## src/rtl/sfr_mt_pkg.sv

```systemverilog
// Shared register map, timer layout and control struct for the multi-timer SFR block.
package sfr_mt_pkg;

    localparam logic [7:0] REG_IDCODE      = 8'h00;
    localparam logic [7:0] REG_CTRL        = 8'h04;
    localparam logic [7:0] REG_CORENUM     = 8'h08;
    localparam logic [7:0] REG_IRQ_EN      = 8'h10;
    localparam logic [7:0] REG_SGI         = 8'h14;
    localparam logic [7:0] REG_TSTATUS     = 8'h18;
    localparam logic [7:0] REG_TSTATUS_SET = 8'h1C;

    localparam logic [7:0] TIMER_BASE   = 8'h40;
    localparam logic [7:0] TIMER_STRIDE = 8'h10;
    localparam logic [3:0] TREG_CTRL    = 4'h0;
    localparam logic [3:0] TREG_PERIOD  = 4'h4;
    localparam logic [3:0] TREG_VALUE   = 4'h8;

    localparam logic [31:0] IDCODE = 32'hdeadbeef;

    // presc is held at its widest legal size; bits above PRESC_WIDTH stay zero
    localparam int PRESC_MAX = 16;

    typedef struct packed {
        logic [PRESC_MAX-1:0] presc;
        logic                 irq_en;
        logic                 reload;
        logic                 en;
    } tctrl_t;

    function automatic logic [3:0] timer_idx(input logic [7:0] a);
        return 4'((a - TIMER_BASE) / TIMER_STRIDE);
    endfunction

endpackage

```

## src/rtl/MemSplit32.sv

```systemverilog
// Split request/response 32-bit register bus used on the sigma tile.
interface MemSplit32;
    logic        req;
    logic        we;
    logic [31:0] addr;
    logic [31:0] wdata;
    logic        ack;
    logic        resp;
    logic [31:0] rdata;

    modport Slave  (input req, we, addr, wdata, output ack, resp, rdata);
    modport Master (output req, we, addr, wdata, input ack, resp, rdata);
endinterface

```

## src/rtl/sfr_mt_timer.sv

```systemverilog
// One prescaled timer channel: control, period, counter and prescaler state.
module sfr_timer
    import sfr_mt_pkg::*;
#(
    parameter int TIMER_WIDTH = 32,
    parameter int PRESC_WIDTH = 8
) (
    input  logic                   clk_i,
    input  logic                   rst_ni,
    input  logic                   clear_i,
    input  logic                   cfg_we_i,
    input  logic                   period_we_i,
    input  logic [31:0]            wdata_i,
    output tctrl_t                 tctrl_o,
    output logic [TIMER_WIDTH-1:0] period_o,
    output logic [TIMER_WIDTH-1:0] value_o,
    output logic                   expire_o
);

    tctrl_t                 tctrl_q;
    tctrl_t                 cfg_wr;
    logic [TIMER_WIDTH-1:0] period_q;
    logic [TIMER_WIDTH-1:0] value_q;
    logic [TIMER_WIDTH-1:0] value_inc;
    logic [PRESC_WIDTH-1:0] pcnt_q;
    logic                   tick;
    logic                   unused_wdata;

    assign unused_wdata = ^wdata_i;

    always_comb begin
        cfg_wr        = '0;
        cfg_wr.en     = wdata_i[0];
        cfg_wr.reload = wdata_i[1];
        cfg_wr.irq_en = wdata_i[2];
        cfg_wr.presc  = PRESC_MAX'(wdata_i[8 +: PRESC_WIDTH]);
    end

    assign tick      = tctrl_q.en && (pcnt_q == tctrl_q.presc[PRESC_WIDTH-1:0]);
    assign value_inc = value_q + TIMER_WIDTH'(1);
    // PERIOD=0 naturally expires on the wrap because value_inc truncates
    assign expire_o  = tick && (value_inc == period_q);

    always_ff @(posedge clk_i or negedge rst_ni) begin
        if (!rst_ni) begin
            tctrl_q  <= '0;
            period_q <= '0;
            value_q  <= '0;
            pcnt_q   <= '0;
        end else if (clear_i) begin
            tctrl_q  <= '0;
            period_q <= '0;
            value_q  <= '0;
            pcnt_q   <= '0;
        end else begin
            if (period_we_i) period_q <= wdata_i[TIMER_WIDTH-1:0];
            if (cfg_we_i) begin
                tctrl_q <= cfg_wr;
                value_q <= '0;
                pcnt_q  <= '0;
            end else if (tctrl_q.en) begin
                pcnt_q <= tick ? '0 : pcnt_q + PRESC_WIDTH'(1);
                if (expire_o) begin
                    value_q    <= '0;
                    tctrl_q.en <= tctrl_q.reload;
                end else if (tick) begin
                    value_q <= value_inc;
                end
            end
        end
    end

    assign tctrl_o  = tctrl_q;
    assign period_o = period_q;
    assign value_o  = value_q;

endmodule

```

## src/rtl/sfr_mt.sv

```systemverilog
// Multi-timer SFR: bus decode, common registers, sticky timer status and IRQ outputs.
module sfr_mt
    import sfr_mt_pkg::*;
#(
    parameter int CORENUM          = 0,
    parameter bit SW_RESET_DEFAULT = 1'b0,
    parameter int IRQ_NUM_POW      = 4,
    parameter int TIMER_NUM        = 4,
    parameter int TIMER_WIDTH      = 32,
    parameter int PRESC_WIDTH      = 8
) (
    input  logic                        clk_i,
    input  logic                        rst_ni,
    MemSplit32.Slave                    host,
    output logic                        sw_reset_o,
    output logic [2**IRQ_NUM_POW-1:0]   irq_en_bo,
    output logic                        sgi_req_o,
    output logic [IRQ_NUM_POW-1:0]      sgi_code_bo,
    output logic [TIMER_NUM-1:0]        irq_timer_bo,
    output logic                        irq_timer_o
);

    localparam int IRQ_W = 2**IRQ_NUM_POW;

    logic [7:0]             a;
    logic [3:0]             tidx;
    logic [3:0]             toff;
    logic                   wr, rd, tsel;
    logic                   unused_ok;

    logic                   sw_reset_q, autoclr_q, sw_rst_out_q;
    logic [IRQ_W-1:0]       irq_en_q;
    logic                   sgi_req_q;
    logic [IRQ_NUM_POW-1:0] sgi_code_q;
    logic [TIMER_NUM-1:0]   status_q, status_d;
    logic                   resp_q;
    logic [31:0]            rdata_q, rdata_d;

    tctrl_t                 tctrl  [TIMER_NUM];
    logic [TIMER_WIDTH-1:0] period [TIMER_NUM];
    logic [TIMER_WIDTH-1:0] value  [TIMER_NUM];
    logic [TIMER_NUM-1:0]   expire;

    assign a         = host.addr[7:0];
    assign wr        = host.req && host.we;
    assign rd        = host.req && !host.we;
    assign tidx      = timer_idx(a);
    assign toff      = a[3:0];
    assign tsel      = (a >= TIMER_BASE) && (32'(tidx) < 32'(TIMER_NUM));
    assign unused_ok = ^{host.addr[31:8], host.wdata};

    for (genvar gi = 0; gi < TIMER_NUM; gi++) begin : g_tmr
        logic hit;
        assign hit = wr && tsel && (tidx == 4'(gi));

        sfr_timer #(
            .TIMER_WIDTH(TIMER_WIDTH),
            .PRESC_WIDTH(PRESC_WIDTH)
        ) u_tmr (
            .clk_i       (clk_i),
            .rst_ni      (rst_ni),
            .clear_i     (sw_rst_out_q),
            .cfg_we_i    (hit && (toff == TREG_CTRL)),
            .period_we_i (hit && (toff == TREG_PERIOD)),
            .wdata_i     (host.wdata),
            .tctrl_o     (tctrl[gi]),
            .period_o    (period[gi]),
            .value_o     (value[gi]),
            .expire_o    (expire[gi])
        );

        assign irq_timer_bo[gi] = status_q[gi] && tctrl[gi].irq_en;
    end

    // Hardware expiry is applied after W1C so a same-cycle set wins
    always_comb begin
        status_d = status_q;
        if (wr && a == REG_TSTATUS)     status_d = status_d & ~host.wdata[TIMER_NUM-1:0];
        if (wr && a == REG_TSTATUS_SET) status_d = status_d | host.wdata[TIMER_NUM-1:0];
        status_d = status_d | expire;
        if (sw_rst_out_q) status_d = '0;
    end

    always_comb begin
        rdata_d = '0;
        if (tsel) begin
            for (int n = 0; n < TIMER_NUM; n++) begin
                if (tidx == 4'(n)) begin
                    case (toff)
                        TREG_CTRL:   rdata_d = {8'h0, tctrl[n].presc, 5'h0,
                                                tctrl[n].irq_en, tctrl[n].reload, tctrl[n].en};
                        TREG_PERIOD: rdata_d = 32'(period[n]);
                        TREG_VALUE:  rdata_d = 32'(value[n]);
                        default:     rdata_d = '0;
                    endcase
                end
            end
        end else begin
            case (a)
                REG_IDCODE:  rdata_d = IDCODE;
                REG_CTRL:    rdata_d = {30'h0, autoclr_q, sw_reset_q};
                REG_CORENUM: rdata_d = 32'(CORENUM);
                REG_IRQ_EN:  rdata_d = 32'(irq_en_q);
                REG_SGI:     rdata_d = 32'(sgi_code_q);
                REG_TSTATUS: rdata_d = 32'(status_q);
                default:     rdata_d = '0;
            endcase
        end
    end

    always_ff @(posedge clk_i or negedge rst_ni) begin
        if (!rst_ni) begin
            sw_reset_q   <= SW_RESET_DEFAULT;
            autoclr_q    <= 1'b0;
            sw_rst_out_q <= 1'b1;
            irq_en_q     <= '0;
            sgi_req_q    <= 1'b0;
            sgi_code_q   <= '0;
            status_q     <= '0;
            resp_q       <= 1'b0;
            rdata_q      <= '0;
        end else begin
            sw_rst_out_q <= sw_reset_q;
            if (wr && a == REG_CTRL) begin
                sw_reset_q <= host.wdata[0];
                autoclr_q  <= host.wdata[1];
            end else if (sw_reset_q && autoclr_q) begin
                sw_reset_q <= 1'b0;
            end
            if (wr && a == REG_IRQ_EN) irq_en_q <= host.wdata[IRQ_W-1:0];
            sgi_req_q <= wr && (a == REG_SGI);
            if (wr && a == REG_SGI) sgi_code_q <= host.wdata[IRQ_NUM_POW-1:0];
            status_q <= status_d;
            resp_q   <= rd;
            rdata_q  <= rd ? rdata_d : '0;
        end
    end

    assign host.ack    = host.req;
    assign host.resp   = resp_q;
    assign host.rdata  = rdata_q;
    assign sw_reset_o  = sw_rst_out_q;
    assign irq_en_bo   = irq_en_q;
    assign sgi_req_o   = sgi_req_q;
    assign sgi_code_bo = sgi_code_q;
    assign irq_timer_o = |irq_timer_bo;

endmodule

```

## src/flat_wrapper.sv

```systemverilog
// flat-port wrapper written by rule: the top's interface ports become plain ports
module sfr_mt_flat import sfr_mt_pkg::*;
#(
    parameter int CORENUM          = 0,
    parameter bit SW_RESET_DEFAULT = 1'b0,
    parameter int IRQ_NUM_POW      = 4,
    parameter int TIMER_NUM        = 4,
    parameter int TIMER_WIDTH      = 32,
    parameter int PRESC_WIDTH      = 8
)
  (clk_i, rst_ni, sw_reset_o, irq_en_bo, sgi_req_o, sgi_code_bo, irq_timer_bo, irq_timer_o, host_req, host_we, host_addr, host_wdata, host_ack, host_resp, host_rdata);
  MemSplit32 host_i ();
  input  logic clk_i;
  input  logic rst_ni;
  output logic sw_reset_o;
  output logic [2**IRQ_NUM_POW-1:0] irq_en_bo;
  output logic sgi_req_o;
  output logic [IRQ_NUM_POW-1:0] sgi_code_bo;
  output logic [TIMER_NUM-1:0] irq_timer_bo;
  output logic irq_timer_o;
  input wire logic [$bits(host_i.req)-1:0] host_req;
  input wire logic [$bits(host_i.we)-1:0] host_we;
  input wire logic [$bits(host_i.addr)-1:0] host_addr;
  input wire logic [$bits(host_i.wdata)-1:0] host_wdata;
  output wire logic [$bits(host_i.ack)-1:0] host_ack;
  output wire logic [$bits(host_i.resp)-1:0] host_resp;
  output wire logic [$bits(host_i.rdata)-1:0] host_rdata;
  assign host_i.req = host_req;
  assign host_i.we = host_we;
  assign host_i.addr = host_addr;
  assign host_i.wdata = host_wdata;
  assign host_ack = host_i.ack;
  assign host_resp = host_i.resp;
  assign host_rdata = host_i.rdata;
  sfr_mt #(.CORENUM(CORENUM), .SW_RESET_DEFAULT(SW_RESET_DEFAULT), .IRQ_NUM_POW(IRQ_NUM_POW), .TIMER_NUM(TIMER_NUM), .TIMER_WIDTH(TIMER_WIDTH), .PRESC_WIDTH(PRESC_WIDTH)) u_core (.clk_i(clk_i), .rst_ni(rst_ni), .host(host_i), .sw_reset_o(sw_reset_o), .irq_en_bo(irq_en_bo), .sgi_req_o(sgi_req_o), .sgi_code_bo(sgi_code_bo), .irq_timer_bo(irq_timer_bo), .irq_timer_o(irq_timer_o));
endmodule
```

## config.mk

```make
export PLATFORM = sky130hd
export DESIGN_NAME = sfr_mt_flat
export DESIGN_NICKNAME = d
export VERILOG_FILES = /design/src/rtl/sfr_mt_pkg.sv /design/src/rtl/MemSplit32.sv /design/src/rtl/sfr_mt_timer.sv /design/src/rtl/sfr_mt.sv /design/src/flat_wrapper.sv
export SDC_FILE = /design/constraint.sdc
export NUM_CORES = 1
export LEC_CHECK = 0
export ABC_CLOCK_PERIOD_IN_PS = 6300
export CORE_UTILIZATION = 50
export DETAILED_ROUTE_END_ITERATION = 8
export PLACE_DENSITY = 0.7
export SLEW_MARGIN = 25
export SYNTH_ARGS = -nofsm -noshare
export SYNTH_HDL_FRONTEND = slang
export SYNTH_SLANG_ARGS = --single-unit
```

## constraint.sdc

```tcl
create_clock -name clk_i -period 6.3 [get_ports clk_i]
set_input_delay 1.26 -clock clk_i [delete_from_list [all_inputs] [get_ports clk_i]]
set_output_delay 1.26 -clock clk_i [all_outputs]
set_load 0.03 [all_outputs]
```

# Word-level counts from Yosys, hierarchy flattened

Index checks and enable logic that the tools add are counted.

Flip-flop bits (word level): 425
Logic and storage cells: 210
Bits in latches: 0
Memory bits (read-only): 0
Memories kept: 0
Memory bits (writable): 0
Output and inout port bits: 61
Bits of input ports: 68

Reduce and logical (&&, ||, !) cells: 60
Shift-type cells: 0
Mux-type cells: 80
Divide/modulo/power cells: 0
Multiply operators: 0
Bitwise gates (word level): 4
Equal/unequal tests: 18
Magnitude comparators: 2
$add $sub $neg: 9

Operator list:

| operator                                                          | count |
|---|---|
| 2-to-1 mux 32 bit                                                 | 34 |
| one-hot mux 32 bit (3 select lines)                               | 4 |
| one-hot mux 32 bit (5 select lines)                               | 1 |
| adder 32 x 1 -> 32 bit, second input constant                     | 4 |
| == test 32 bit                                                    | 4 |
| 2-to-1 mux 8 bit                                                  | 16 |
| 2-to-1 mux 19 bit                                                 | 4 |
| 2-to-1 mux 18 bit                                                 | 4 |
| logical AND 1 bit                                                 | 34 |
| adder 8 x 1 -> 8 bit, second input constant                       | 4 |
| == test 8 x 5 -> 1 bit, second input constant                     | 4 |
| == test 8 bit                                                     | 4 |
| nonzero test 2 bit                                                | 9 |
| nonzero test 4 bit                                                | 4 |
| 2-to-1 mux 1 bit                                                  | 14 |
| 2-to-1 mux 4 bit                                                  | 3 |
| nonzero test 3 bit                                                | 4 |
| == test 4 x 2 -> 1 bit, second input constant                     | 2 |
| == test 8 x 3 -> 1 bit, second input constant                     | 1 |
| greater-or-equal comparator 8 x 7 -> 1 bit, second input constant | 1 |
| logical NOT 4 bit                                                 | 2 |
| logical NOT 8 bit                                                 | 1 |
| bitwise OR 4 bit                                                  | 2 |
| AND reduction 2 bit                                               | 4 |
| 9 further kinds                                                   | 9 |

# Depth between registers and ports, before layout

Depth after elaboration: 8
Gate-level depth with buffers: 12
Depth with buffers taken out: 9

# Cells and area by module

From an unflattened synthesis, not the netlist that was laid out.

Cell total of the unflattened synthesis: 3106
Area total of the unflattened synthesis: 27520.1 um^2

By module, submodules not included:

| module                                 | instances | cells an instance | sequential area each (um^2) | area each (um^2) |
|---|---|---|---|---|
| sfr_timer at u_core.g_tmr[1].u_tmr ... | 3         | 622               | 2077.0                      | 5542.8 |
| sfr_mt                                 | 1         | 648               | 1527.7                      | 5585.4 |
| sfr_timer at u_core.g_tmr[0].u_tmr     | 1         | 592               | 2077.0                      | 5306.3 |

# Least setup slack after synthesis

OpenSTA, ideal clock, no wires.

Kind: input to register
From: in host_addr[1]
To: reg u_core.g_tmr[1].u_tmr.tctrl_q, in the netlist u_core.g_tmr[1].u_tmr.tctrl_o[1]
Path buffers: 5
Stages on the path: 10
Setup time: 0.136 ns
Data required time: 6.164 ns
Slack: 2.821 ns
Arrival time: 3.342 ns
Cells stage by stage: or3_1 > clkbuf_1 > nor2_1 > clkbuf_1 > clkbuf_1 > buf_1 > nand3_1 > clkbuf_1 > nand2_1 > a21oi_1

Longest elaborated chain between the ends: 7
Elaborated cells between the ends (all ways): 10
Classes of those cells: add/sub (1); order compare (2); eq/ne (1); reduce/logical (6)

Ends and longest elaborated chain:

| what                                  | line               | text |
|---|---|---|
| start, declared                       | flat_wrapper.sv:23 | `input wire logic [$bits(host_i.addr)-1:0] host_addr;` |
| subtractor 8 x 7 -> 8 bit             | sfr_mt_pkg.sv:31   | `return 4'((a - TIMER_BASE) / TIMER_STRIDE);` |
| < comparator 4 x 3 -> 1 bit           | sfr_mt.sv:49       | `assign tsel = (a >= TIMER_BASE) && (32'(tidx) < 32'(TIMER_NUM));` |
| logical AND 1 bit                     | sfr_mt.sv:49       |  |
| logical AND 1 bit (2 in a row)        | sfr_mt.sv:54       | `assign hit = wr && tsel && (tidx == 4'(gi));` |
| logical AND 1 bit *                   | sfr_mt.sv:63       | `.cfg_we_i (hit && (toff == TREG_CTRL)),` |
| nonzero test 2 bit (no source line) * | n/a                |  |
| end signal, assigned                  | sfr_mt_timer.sv:58 | `tctrl_q <= cfg_wr;` |
| end, declared                         | sfr_mt_timer.sv:20 | `tctrl_t tctrl_q;` |

Mark *: on every way between the ends. The rest lies on a longest branch, timed or not.
A chain may end at the register's enable or synchronous reset.

# Final worst setup path

From: reg u_core.g_tmr[2].u_tmr.value_q[0]
To: reg u_core.g_tmr[2].u_tmr.value_q[11]

Longest elaborated chain between the ends: 7
Elaborated cells between the ends (all ways): 10
Classes of those cells: add/sub (1); eq/ne (1); mux (5); reduce/logical (3)

Ends and longest elaborated chain:

| what                     | line               | text |
|---|---|---|
| start, declared          | sfr_mt_timer.sv:23 | `logic [TIMER_WIDTH-1:0] value_q;` |
| start signal, assigned   | sfr_mt_timer.sv:67 | `value_q <= value_inc;` |
| adder 32 x 1 -> 32 bit * | sfr_mt_timer.sv:40 | `assign value_inc = value_q + TIMER_WIDTH'(1);` |
| == test 32 bit           | sfr_mt_timer.sv:42 | `assign expire_o = tick && (value_inc == period_q);` |
| logical AND 1 bit        | sfr_mt_timer.sv:42 |  |
| 2-to-1 mux 32 bit        | sfr_mt_timer.sv:63 | `if (expire_o) begin` |
| 2-to-1 mux 32 bit        | sfr_mt_timer.sv:61 | `end else if (tctrl_q.en) begin` |
| 2-to-1 mux 32 bit        | sfr_mt_timer.sv:57 | `if (cfg_we_i) begin` |
| 2-to-1 mux 32 bit        | sfr_mt_timer.sv:50 | `end else if (clear_i) begin` |

Mark *: on every way between the ends. The rest lies on a longest branch, timed or not. The select of a mux whose other input is x is not followed.

==> impl_results.md <==
- PwrDens: 277 nW/um2
- Final antenna-violating net count: 1
- Drt first pass iters: 6
- Clock transition at the registers of the reported paths: 0.06 ns
- CTS root buffer: clkbuf_16
- Most frequent cells in the layout: nand2_1 (605), dfrtp_1 (392), a21oi_1 (292)
- TritonCTS clock tree: built
- Synth Cell Area: around 25,000 um2
- Max FO, Critical Path: 13
- Num Clock Sinks: 393
- Yosys top cell by area: dfrtp_1
- Nets: 3,150
- Met2 Resource Use GR: a little over half
- Number of port buffers: between 100 and 150
- RSZ-0062 raised after global routing: false
- CP Buf/Inv Count: 1
- DR vias: 25,200
- Worst Setup End Kind: flop
- # setup viols final: 0
- Initial DRC Count: 3,127
- Layout Area Growth over Synthesis: 11.2%
- Fraction of layout cells with a size suffix above 1: under 10%
- Clock skew: between 0.02 and 0.025 ns
- Setup crit start: u_core.g_tmr[2].u_tmr.value_o[0]$_DFFE_PN0P_
- Total Neg Setup Slack: 0 ns
- Fin. Hold Viols: 0
- Hold Path Origin: u_core.sw_reset_q$_DFFE_PN0P_
- Routability congestion estimate: ~0.99
- Syn Area/Cell: 8.09 um2
- Max-Cap Viols: 0
- Largest cells by area after synthesis: dfrtp_1 (39%), nand2_1 (8.9%), xnor2_1 (5.8%)
- VDD IR max: 0.000213 V
- Die Y: 228 um
- Global-route wire length before repair: 146,000 um
- Maximum clock frequency: 215 MHz
- Post-CTS Hold Fix Bufs: 0
- Met3 Track Usage GR: 6.20%
- Setup WS pre-CTS: 1.65 ns
- Vias in the first global route: 23,600
- Startpoint Class: flop
- Starting Density: just over 50%
- Clock Latency Late Sink: 0.61 ns
- Failing checks: antenna violations
- Core Box Area: around 50,000 um2
- IO Pins: roughly 130
- Slowest Stage Delay on Critical Path: around 0.90 ns
- Post-Synthesis Cells: 3,149
- Warnings from Yosys: 0
- Status: complete, but fails checks
- Post-CTS Setup Bufs: 0
- Delay-heaviest family, CP: simple AND/OR/NAND/NOR gates
- Total global routing overflow: 0
- Fill count: around 4,600
- Grt met1 use: 55.4%
- Hold Crit Class: reg -> reg
- Critical Path AT: 5.11 ns
- Die Area: 51,800 um2
- Synthesized Nets: about 3,200
- # DRC: 0
- WS Path Type: reg -> reg
- Post-DP HPWL: roughly 68,000 um
- Clock tree buffer depth: 3
- Tightest Pin Transition: 1.06 ns
- Worst-path cell chain: ha_1, nand3_1, nor4_2, nand4_1, nor2_1, xnor2_1, nand4_1, nor2_1, buf_4, nor3_1
- Ys async rst share: 100%
- Yosys cell types: 87
- Tcrit/Tclk final: 73.9%
- Largest net degree at the start of global routing: 98
- RR Startpoint: u_core.g_tmr[2].u_tmr.value_o[0]$_DFFE_PN0P_
- Post-synth top flop: dfrtp_1
- Post-synth top area share: 38.5%
- Slew headroom: between 20% and 30%
- Slowest CP cell: nor4_2
- Via density: around 6.6
- Lkg Pwr: 11.5 nW
- Row count: 82
- Wire length per cell: ~25 um
- Antenna violations before repair: 0
- Data required time of the critical path: about 6.8 ns
- Final Max Slew Viols: 0
- Post-layout min period: 4.66 ns
- Commonest non-fill, non-tap cell in the layout: nand2_1
- Post-CTS Resized: 0
- Final wirelength: 95,900 um
- Total GRT Usage: 37.3%
- Die Wd: 228 um
- CTS H-tree lvls: 2
- CTS Buf Count: between 40 and 50
- Sequential area share after synthesis: 38.6%
- EDFF count, synth: 0
- #FFs+latches synth: 393
- GRT busiest layer: met1
- Setup ws final: between 1.5 and 2 ns
[cell families (layout without fill, tap and decap cells)]
family / Yosys count / after routing / share of synthesized area, %
DFF: 393 / 393 / 38.6
muxes: 45 / 45 / 1.89
buffers and inverters: 321 / 282 / 5.15
adders and majority gates: 8 / 8 / 0.393
xor gates and xnor gates: 280 / 280 / 9.63
and+or+nand+nor: 1399 / 1399 / 26.5
AOI/OAI and AO/OA: 703 / 703 / 17.8
other: 0 / 6 / 0
[layer usage]
metal  routed length [um]  vias to the layer above
met3                 9480                      244
met1                42000                    12400
met2                40000                     1423
li1                     -                    11100
met4                 4380                        0
met5                    0                        -
[final timing paths]
kind | to | slack (ns) | depth (start not counted)
worst max-delay path | u_core.g_tmr[2].u_tmr.value_o[11]$_DFFE_PN0P_ | 1.64 | 10
worst min-delay path | u_core.sw_reset_o$_DFF_PN1_ | 0.42 | 0
worst max register to register | u_core.g_tmr[2].u_tmr.value_o[11]$_DFFE_PN0P_ | 1.64 | 10
worst min register to register | u_core.sw_reset_o$_DFF_PN1_ | 0.42 | 0
max in group asynchronous | u_core.g_tmr[3].u_tmr.value_o[3]$_DFFE_PN0P_ | 4.24 | 2
min in group asynchronous | u_core.g_tmr[0].u_tmr.value_o[17]$_DFFE_PN0P_ | 0.66 | 1
[through the flow]
step	cell area, um2	hold WS (ns)	power [mW]	instances	utilization, %
after CTS	28300	0.408	7.81	3782	56.4
final	28300	0.418	7.84	3788	56.5
after floorplan	25500	0.376	4.31	3149	-
after global placement	26700	0.390	4.88	3697	53.2
after detailed placement	26700	0.400	4.93	3697	53.2
after global routing	28300	0.418	8.15	3782	56.4
[flip-flops by register name, indices dropped and copies added, names as in the netlist]
name and flops:
u_core.g_tmr.u_tmr.pcnt_q 32, u_core.sgi_req_o 1, u_core.autoclr_q 1, u_core.sw_reset_o 1
u_core.sw_reset_q 1, u_core.irq_en_bo 16, u_core.sgi_code_bo 4, u_core.g_tmr.u_tmr.value_o 128
u_core.host.rdata 32, u_core.g_tmr.u_tmr.period_o 128, u_core.status_q 4, u_core.host.resp 1
u_core.g_tmr.u_tmr.tctrl_o 44
[where the power goes]
part / total [mW] / switching, mW / internal (mW)
sequential: 3.20 / 0.445 / 2.75
combinational: 1.75 / 1.09 / 0.665
clock: 2.89 / 1.18 / 1.72
[worst reg2reg max path, stage by stage, from the launching register on]
cell and delay, ns:
dfrtp_1 0.47, ha_1 0.28, nand3_1 0.29, nor4_2 0.90, nand4_1 0.28, nor2_1 0.20
xnor2_1 0.20, nand4_1 0.67, nor2_1 0.82, buf_4 0.31, nor3_1 0.08
[layout make-up]
| cell class | count | area (um2) | area share, % |
|---|---|---|---|
| diodes | 6 | 15.0 | 0.0530 |
| well taps | 672 | 841 | 2.97 |
| flip-flops and latches | 393 | 9840 | 34.7 |
| multi-input cells | 2435 | 14400 | 50.8 |
| clock inverters | 20 | 248 | 0.875 |
| repair buffers | 158 | 1490 | 5.27 |
| clock buffers | 65 | 1360 | 4.82 |
| inverters | 39 | 146 | 0.517 |
[Yosys cell counts, types with 44 or more instances]
cell type / number
o21ai_0: 80
nor3_1: 130
clkbuf_1: 218
and3_1: 57
a221oi_1: 80
nand4_1: 83
xnor2_1: 170
nand3_1: 93
dfrtp_1: 392
or3_1: 44
xor2_1: 110
nand2_1: 605
a21oi_1: 292
nor2_1: 179
No activity file was read; power rests on OpenSTA's default activity.
